File: config.mk
export PLATFORM = sky130hd
export DESIGN_NAME = round_sequencer
export DESIGN_NICKNAME = d
export VERILOG_FILES = /design/src/rtl/round_pkg.sv /design/src/rtl/key_edge_sync.sv /design/src/rtl/round_sequencer.sv
export SDC_FILE = /design/constraint.sdc
export NUM_CORES = 1
export LEC_CHECK = 0
export CAP_MARGIN = 20
export CORE_ASPECT_RATIO = 0.7
export CORE_MARGIN = 2
export CORE_UTILIZATION = 37
export CTS_BUF_LIST = sky130_fd_sc_hd__clkbuf_2
export DETAILED_ROUTE_END_ITERATION = 12
export HOLD_SLACK_MARGIN = 0.05
export PLACE_DENSITY = 0.61
export SYNTH_ARGS = -nofsm -noshare
export SYNTH_HDL_FRONTEND = slang
export SYNTH_SLANG_ARGS = --single-unit
File: constraint.sdc
create_clock -name clk -period 2.1 [get_ports clk]
set_input_delay 0.42 -clock clk [delete_from_list [all_inputs] [get_ports clk]]
set_output_delay 0.42 -clock clk [all_outputs]
set_load 0.005 [all_outputs]
File: src/rtl/round_pkg.sv
// Shared encodings and round rules for the cat/dog/chicken round sequencer.
package round_pkg;
  localparam logic [2:0] CAT_OH     = 3'b001;
  localparam logic [2:0] DOG_OH     = 3'b010;
  localparam logic [2:0] CHICKEN_OH = 3'b100;

  localparam logic [1:0] CAT     = 2'd0;
  localparam logic [1:0] DOG     = 2'd1;
  localparam logic [1:0] CHICKEN = 2'd2;

  typedef enum logic [2:0] {P1_WAIT, P2_WAIT, RESOLVE, DRAW, CHECK, OVER} state_t;

  function automatic logic beats(input logic [1:0] a, input logic [1:0] b);
    return (a == DOG && b == CAT) || (a == CAT && b == CHICKEN) ||
           (a == CHICKEN && b == DOG);
  endfunction

  // Anything that is not a clean one-hot selection counts as cat.
  function automatic logic [1:0] decode(input logic [2:0] oh);
    case (oh)
      DOG_OH:     return DOG;
      CHICKEN_OH: return CHICKEN;
      default:    return CAT;
    endcase
  endfunction
endpackage

File: src/rtl/key_edge_sync.sv
// Two-flop synchronizer for an active-low key plus a registered one-cycle press pulse.
module key_edge_sync (
  input  logic clk_i,
  input  logic rst_i,
  input  logic key_n_i,
  output logic press_o
);
  logic sync0_q, sync1_q, prev_q, press_q;

  // Reset to the released (high) level so no press is seen coming out of reset.
  always_ff @(posedge clk_i) begin
    if (rst_i) begin
      sync0_q <= 1'b1;
      sync1_q <= 1'b1;
      prev_q  <= 1'b1;
      press_q <= 1'b0;
    end else begin
      sync0_q <= key_n_i;
      sync1_q <= sync0_q;
      prev_q  <= sync1_q;
      press_q <= prev_q & ~sync1_q;
    end
  end

  assign press_o = press_q;
endmodule

File: src/rtl/round_sequencer.sv
// Round controller: collects both choices, scores the round, hands off a redraw, detects match end.
module round_sequencer
  import round_pkg::*;
#(
  parameter int WIN_SCORE = 5,
  parameter int SCORE_W   = 4
) (
  input  logic               clk,
  input  logic               stateReset,
  input  logic               userCont,
  input  logic [2:0]         choice,
  input  logic               draw_done,
  output logic               draw_req,
  output logic [3:0]         scenario,
  output logic [SCORE_W-1:0] player1,
  output logic [SCORE_W-1:0] player2,
  output logic               winner1,
  output logic               winner2,
  output logic               game_over,
  output logic               busy
);
  localparam logic [SCORE_W-1:0] WIN_Q = SCORE_W'(WIN_SCORE);

  state_t             state_q;
  logic [1:0]         p1_q, p2_q, ch_idx;
  logic [3:0]         scen_q;
  logic [SCORE_W-1:0] p1s_q, p2s_q;
  logic               w1_q, w2_q, req_q, over_q, busy_q, press;

  key_edge_sync u_cont (
    .clk_i   (clk),
    .rst_i   (stateReset),
    .key_n_i (userCont),
    .press_o (press)
  );

  assign ch_idx = decode(choice);

  always_ff @(posedge clk) begin
    if (stateReset) begin
      state_q <= P1_WAIT;
      p1_q    <= CAT;
      p2_q    <= CAT;
      scen_q  <= '0;
      p1s_q   <= '0;
      p2s_q   <= '0;
      w1_q    <= 1'b0;
      w2_q    <= 1'b0;
      req_q   <= 1'b0;
      over_q  <= 1'b0;
      busy_q  <= 1'b0;
    end else begin
      w1_q <= 1'b0;
      w2_q <= 1'b0;
      case (state_q)
        P1_WAIT: if (press) begin
          p1_q    <= ch_idx;
          state_q <= P2_WAIT;
        end
        // Winner pulses are registered here so they are visible during RESOLVE.
        P2_WAIT: if (press) begin
          p2_q    <= ch_idx;
          w1_q    <= beats(p1_q, ch_idx);
          w2_q    <= beats(ch_idx, p1_q);
          busy_q  <= 1'b1;
          state_q <= RESOLVE;
        end
        RESOLVE: begin
          scen_q <= 4'(p1_q) * 4'd3 + 4'(p2_q);
          if (beats(p1_q, p2_q) && p1s_q < WIN_Q) p1s_q <= p1s_q + 1'b1;
          if (beats(p2_q, p1_q) && p2s_q < WIN_Q) p2s_q <= p2s_q + 1'b1;
          req_q   <= 1'b1;
          state_q <= DRAW;
        end
        DRAW: if (draw_done) begin
          req_q   <= 1'b0;
          state_q <= CHECK;
        end
        CHECK: begin
          busy_q <= 1'b0;
          if (p1s_q == WIN_Q || p2s_q == WIN_Q) begin
            over_q  <= 1'b1;
            state_q <= OVER;
          end else begin
            state_q <= P1_WAIT;
          end
        end
        OVER: if (press) begin
          p1s_q   <= '0;
          p2s_q   <= '0;
          p1_q    <= CAT;
          p2_q    <= CAT;
          over_q  <= 1'b0;
          state_q <= P1_WAIT;
        end
        default: state_q <= P1_WAIT;
      endcase
    end
  end

  assign draw_req  = req_q;
  assign scenario  = scen_q;
  assign player1   = p1s_q;
  assign player2   = p2s_q;
  assign winner1   = w1_q;
  assign winner2   = w2_q;
  assign game_over = over_q;
  assign busy      = busy_q;
endmodule

==> results.yml, run 1 <==
timing:
  fin_crit_sh_pct: 90.83
  setup-tns-final_ns: 0
  finalCriticalPeriod_ns: 1.907
  slew_violations: 0
  relSlewSlack_pct: 74.55
  setup_viol: 0
  skew_ns: 0.03371
  tightest_slew_ns: 0.3800
  rsz0062_at_grt: "false"
  finalHoldViolCount: 0
  fmax_ghz: 0.5243
final_layout:
  multiInputGateArea_um2: 862.1
  num-nets-final: 227
  drive_above_1_share_pct: 10.24
  final_cell_mix: "dfxtp_1, clkdlybuf4s50_1, nand2_1"
  num_antenna_cells: 0
  regArea_um2: 560.5
  layout_commonest_cell: "dfxtp_1"
  fin_util_pct: 47.62
  fin_cells: 257
  finalInstanceArea_um2: 1868
  area_growth_pct: 23.08
  fill_cells: 396
placement:
  port-buffer-count: 23
  gp_congestion: 0.7747
  place_hpwl_um: 2415
  place_inst: 253
  postPlaceCellArea_um2: 1849
global_routing:
  grt_usage_pct: 14.54
  grt_max_degree: 21
  grt-busiest-layer: "met2"
  grt_pass1_vias: 1171
  antenna_found_initial: 0
  grt_pass1_wl_um: 5264
  grtUsageMet3_pct: 3.797
  use_met2_pct: 22.86
  overflow: 0
  grtUsageMet1_pct: 20.65
floorplanning:
  die_y_um: 57.59
  fp.dieW_um: 80.55
  io_pins: 24
  std_cell_rows: 19
  dieArea_um2: 4638
  core_area_um2: 3923
  start_util_pct: 38.69
hold_path:
  hold_class: "flip-flop to flip-flop"
  holdPathEnd: "u_cont.press_o$_SDFF_PP0_"
  hold_start: "u_cont.prev_q$_SDFF_PP1_"
  whs_path_depth: 2
synthesis:
  async_reset_ff_share_pct: 0
  synth_warnings: 0
  synthFlopType: "dfxtp_1"
  synth_area_leaders: "dfxtp_1, ha_1, mux2i_1"
  synth-edff-count: 0
  ys_ff_latch: 28
  synth_cells: 175
  avgSynthCellArea_um2: 8.673
  syn_area_um2: 1518
  synth_top_area_cell: "dfxtp_1"
  yosysUniqueCellTypes: 38
  yosysTopAreaCellShare_pct: 36.93
  syn-num-nets: 196
  synth-seq-area-share_pct: 36.93
clocking:
  clockBufferDepth: 2
  h-tree-depth: 1
  clockRootBuffer: "clkbuf_2"
  cts_tree: "yes"
  cts-buffers-inserted: 3
  ctsResizeCount: 0
  holdBufCountCts: 0
  cts_sinks: 28
  cts_setup_buffers: 0
  clk_pin_slew_worst_paths_ns: 0.28
  clock_latency_ns: 0.38
critical_path:
  r2r_end: "scenario[2]$_SDFFE_PP0P_"
  reg2reg_depth: 7
  path_max_fanout: 5
  start_kind: "flip-flop"
  critPathMaxStageDelay_ns: 0.48
  r2r_setup_slack_ns: 0.19
  cp_data_arrival_time_ns: 2.23
  slowest_stage: "fa_1"
  critical_path.cell_chain: "inv_1, fa_1, inv_1, ha_1, fa_1, mux2i_1, nor2_1"
  required_ns: 2.42
  cp-end-kind: "flip-flop"
  critPathKind: "flip-flop to flip-flop"
  r2r-start: "p2_q[1]$_SDFFE_PP0P_"
power:
  cellPowerDensity_nw_per_um2: 437.3
  leakage_nw: 0.7476
  power_mw: 0.8169
  peakVddDrop_mv: 0.2398
drt:
  drc: 0
  drt-total-wl_um: 3181
  dr.pass1.iters: 4
  viasPerCell: 4.984
  vias: 1281
  antenna_left: 0
  wl_per_cell_um: 12.38
  drt_first_iter_violations: 47
outcome:
  status: "complete, no violations"
run:
  drv_cap: 0
-- metrics by stage --
| stage | hold slack, ns | worst slack, ns |
|---|---|---|
| global route | 0.4529 | 0.06138 |
| finish | 0.4284 | 0.1926 |
| CTS | 0.4327 | 0.1786 |
| floorplan | 0.3895 | 0.1473 |
| detailed placement | 0.3934 | 0.1633 |
| global placement | 0.3933 | 0.2129 |
-- cells in the mapped netlist (all sizes together) (2+ instances only) --
master   n
a21oi    9
a22oi    4
a31oi    2
and3b    2
buf      3
clkbuf   5
dfxtp   28
fa       2
ha      12
inv     13
mux2i    9
nand2   22
nand2b   4
nand3    3
nand3b   3
nand4    2
nor2    13
nor2b    3
nor3     3
nor3b    3
nor4     3
o21ai    7
o31ai    3
or2      3
or3b     3
-- sequential cells by signal, summed over array words and instances (netlist names) --
| register | cells |
|---|---|
| busy | 1 |
| scenario | 4 |
| state_q | 3 |
| u_cont.sync1_q | 1 |
| u_cont.prev_q | 1 |
| p2_q | 2 |
| winner2 | 1 |
| u_cont.press_o | 1 |
| player2 | 4 |
| game_over | 1 |
| draw_req | 1 |
| p1_q | 2 |
| u_cont.sync0_q | 1 |
| winner1 | 1 |
| player1 | 4 |
-- cell families after synthesis --
logic type      share of synthesized area (%)
fa+ha+maj                               12.53
mux                                     6.678
compound gates                          14.02
flops                                   36.93
buf+inv                                 6.265
simple gates                            23.58
-- worst max-delay path, delay by kind of cell, from the launching register on --
| kind | cells | cell delay [ns] |
|---|---|---|
| fa+ha+maj | 3 | 1.09 |
| flops | 1 | 0.45 |
| buf+inv | 2 | 0.13 |
| mux | 1 | 0.13 |
| simple gates | 1 | 0.05 |
-- power breakdown --
part           internal (mW)  total, mW  switching [mW]
logic                 0.0343     0.0724          0.0381
clock network         0.0413      0.202           0.161
registers              0.539      0.542         0.00281
total                  0.615      0.817           0.202
-- cell type report --
| class | count | area share, % |
|---|---|---|
| clock buffers | 3 | 0.8038 |
| inverters | 13 | 2.612 |
| well taps | 52 | 3.483 |
| multi-input cells | 126 | 46.15 |
| repair buffers | 34 | 16.74 |
| clock inverters | 1 | 0.2009 |
| flip-flops and latches | 28 | 30.01 |
-- worst max path at each step --
stage,start,endpoint,slack [ns],depth (start not counted)
after CTS,p2_q[1]$_SDFFE_PP0P_,scenario[2]$_SDFFE_PP0P_,0.18,7
after global routing,p2_q[1]$_SDFFE_PP0P_,scenario[2]$_SDFFE_PP0P_,0.06,7
after detailed placement,choice[2],p1_q[1]$_SDFFE_PP0P_,0.16,5
final,p2_q[1]$_SDFFE_PP0P_,scenario[2]$_SDFFE_PP0P_,0.19,7
after global placement,choice[1],p1_q[0]$_SDFFE_PP0P_,0.21,5
after floorplan,p1_q[0]$_SDFFE_PP0P_,scenario[2]$_SDFFE_PP0P_,0.15,7
-- routing by layer --
metal  part of all wire [%]  wire (um)
met5                      0          0
met4                   0.53         17
met3                    4.9        155
met2                     43       1375
met1                     51       1633
(Power assumes the default switching activity.)
==> run 2, diff against run 1 <==
MAX_ROUTING_LAYER = met4   (was default)
==> run 2 against run 1 <==
Net effect:
- register-to-register slack about the same
- maximum frequency about the same
- count of clock-buffer cells in the layout unchanged
- wire length up 0.31%
- worst hold slack about the same
- power up 0.14%
- clock power about the same
- non-clock buffer count unchanged
- final area unchanged
- clock skew up 0.00084 ns
- largest power group unchanged
==> results.yml, run 2 (same netlist as run 1, synthesis figures left out) <==
hold_path:
  whs_path_depth: 2
  hold_class: "flip-flop to flip-flop"
power:
  peakVddDrop_mv: 0.2399
  p_clk_share_pct: 24.9
  p_int_mw: 0.6151
  pwr-share-comb_pct: 8.9
  cellPowerDensity_nw_per_um2: 437.9
  pwr-share-seq_pct: 66.3
  switchingPower_mw: 0.2029
  leakage_nw: 0.7476
  netSwitchingFraction_pct: 24.81
critical_path:
  cp_data_arrival_time_ns: 2.23
  slowest_stage: "fa_1"
  cp-end-kind: "flip-flop"
  path_max_fanout: 5
  critPathBufInv: 2
  critPathTopFamily: "adder cells"
  start_kind: "flip-flop"
  critical_path.cell_chain: "inv_1, fa_1, inv_1, ha_1, fa_1, mux2i_1, nor2_1"
  critPathMaxStageDelay_ns: 0.48
  required_ns: 2.43
  reg2reg_depth: 7
  critPathKind: "flip-flop to flip-flop"
  worst-path-stages: 7
floorplanning:
  die_y_um: 57.59
  core_area_um2: 3923
  start_util_pct: 38.69
  fp.dieW_um: 80.55
  std_cell_rows: 19
  io_pins: 24
  dieArea_um2: 4638
final_layout:
  layout_commonest_cell: "dfxtp_1"
  fill_cells: 396
  finalInstanceArea_um2: 1868
  num_antenna_cells: 0
  area_growth_pct: 23.08
  num-nets-final: 227
  multiInputGateArea_um2: 862.1
  fin_util_pct: 47.62
  drive_above_1_share_pct: 10.24
  final_cell_mix: "dfxtp_1, clkdlybuf4s50_1, nand2_1"
  regArea_um2: 560.5
timing:
  relSlewSlack_pct: 74.51
  slew_violations: 0
  skew_ns: 0.03455
  tightest_slew_ns: 0.3806
  fin_crit_sh_pct: 90.85
  finalHoldViolCount: 0
  setup_viol: 0
  rsz0062_at_grt: "false"
  setup-tns-final_ns: 0
  hold_slack_ns: 0.4285
  finalCriticalPeriod_ns: 1.908
  fmax_ghz: 0.5242
clocking:
  clock_latency_ns: 0.38
  cts_setup_buffers: 0
  cts_sinks: 28
  cts_tree: "yes"
  cts-buffers-inserted: 3
  h-tree-depth: 1
  holdBufCountCts: 0
  clockBufferDepth: 2
  clockRootBuffer: "clkbuf_2"
  clk_pin_slew_worst_paths_ns: 0.28
  ctsResizeCount: 0
placement:
  place_hpwl_um: 2415
  port-buffer-count: 23
  postPlaceCellArea_um2: 1849
  gp_congestion: 0.7852
drt:
  wl_per_cell_um: 12.42
  vias: 1276
  drc: 0
  viasPerCell: 4.965
  dr.pass1.iters: 4
  antenna_left: 0
  drt-total-wl_um: 3191
  drt_first_iter_violations: 47
global_routing:
  grt_max_degree: 21
  antenna_found_initial: 0
  grt_usage_pct: 14.99
  grt_pass1_vias: 1170
  grt_pass1_wl_um: 5264
  overflow: 0
run:
  drv_cap: 0
outcome:
  status: "complete, no violations"
==> run 2: final cells by class <==
cell class | instances | share of cell area, %
clock inverters | 1 | 0.2009
inverters | 13 | 2.612
clock buffers | 3 | 0.8038
flip-flops and latches | 28 | 30.01
repair buffers | 34 | 16.74
well taps | 52 | 3.483
multi-input cells | 126 | 46.15
==> run 2: per-layer routing <==
layer  vias to the layer above  wire (um)  GRT usage [%]  share of wire [%]
met2                        19       1378          22.86                 43
met1                       590       1647          20.65                 52
met4                         0         17          2.179               0.53
li1                        665          -              -                  -
met5                         -          0              -                  0
met3                         2        149          3.797                4.7
==> run 2: worst min-delay path: stages (launching register included) <==
cell and delay, ns:
dfxtp_1 0.35, inv_1 0.04, nor2_1 0.03
==> run 2: power by group through the flow <==
stage          clock, mW  combinational (mW)  sequential (mW)
2_1_floorplan          0              0.0419            0.552
3_3_place_gp           0              0.0705            0.552
3_5_place_dp           0              0.0730            0.552
4_1_cts            0.213              0.0730            0.542
5_1_grt            0.236              0.0803            0.544
6_report           0.203              0.0724            0.542
==> run 2: stage by stage <==
step	setup WS, ns	total power [mW]	instances
2_1_floorplan	0.1473	0.5937	175
3_3_place_gp	0.2129	0.6222	253
3_5_place_dp	0.1633	0.6246	253
4_1_cts	0.1786	0.8282	257
5_1_grt	0.06138	0.8597	257
6_report	0.1922	0.8180	257
==> run 2: final timing paths <==
kind                                          startpoint                        end  slack, ns
worst min register to register  u_cont.prev_q$_SDFF_PP1_  u_cont.press_o$_SDFF_PP0_       0.43
worst max-delay path                p2_q[1]$_SDFFE_PP0P_   scenario[2]$_SDFFE_PP0P_       0.19
worst max register to register      p2_q[1]$_SDFFE_PP0P_   scenario[2]$_SDFFE_PP0P_       0.19
worst min-delay path            u_cont.prev_q$_SDFF_PP1_  u_cont.press_o$_SDFF_PP0_       0.43
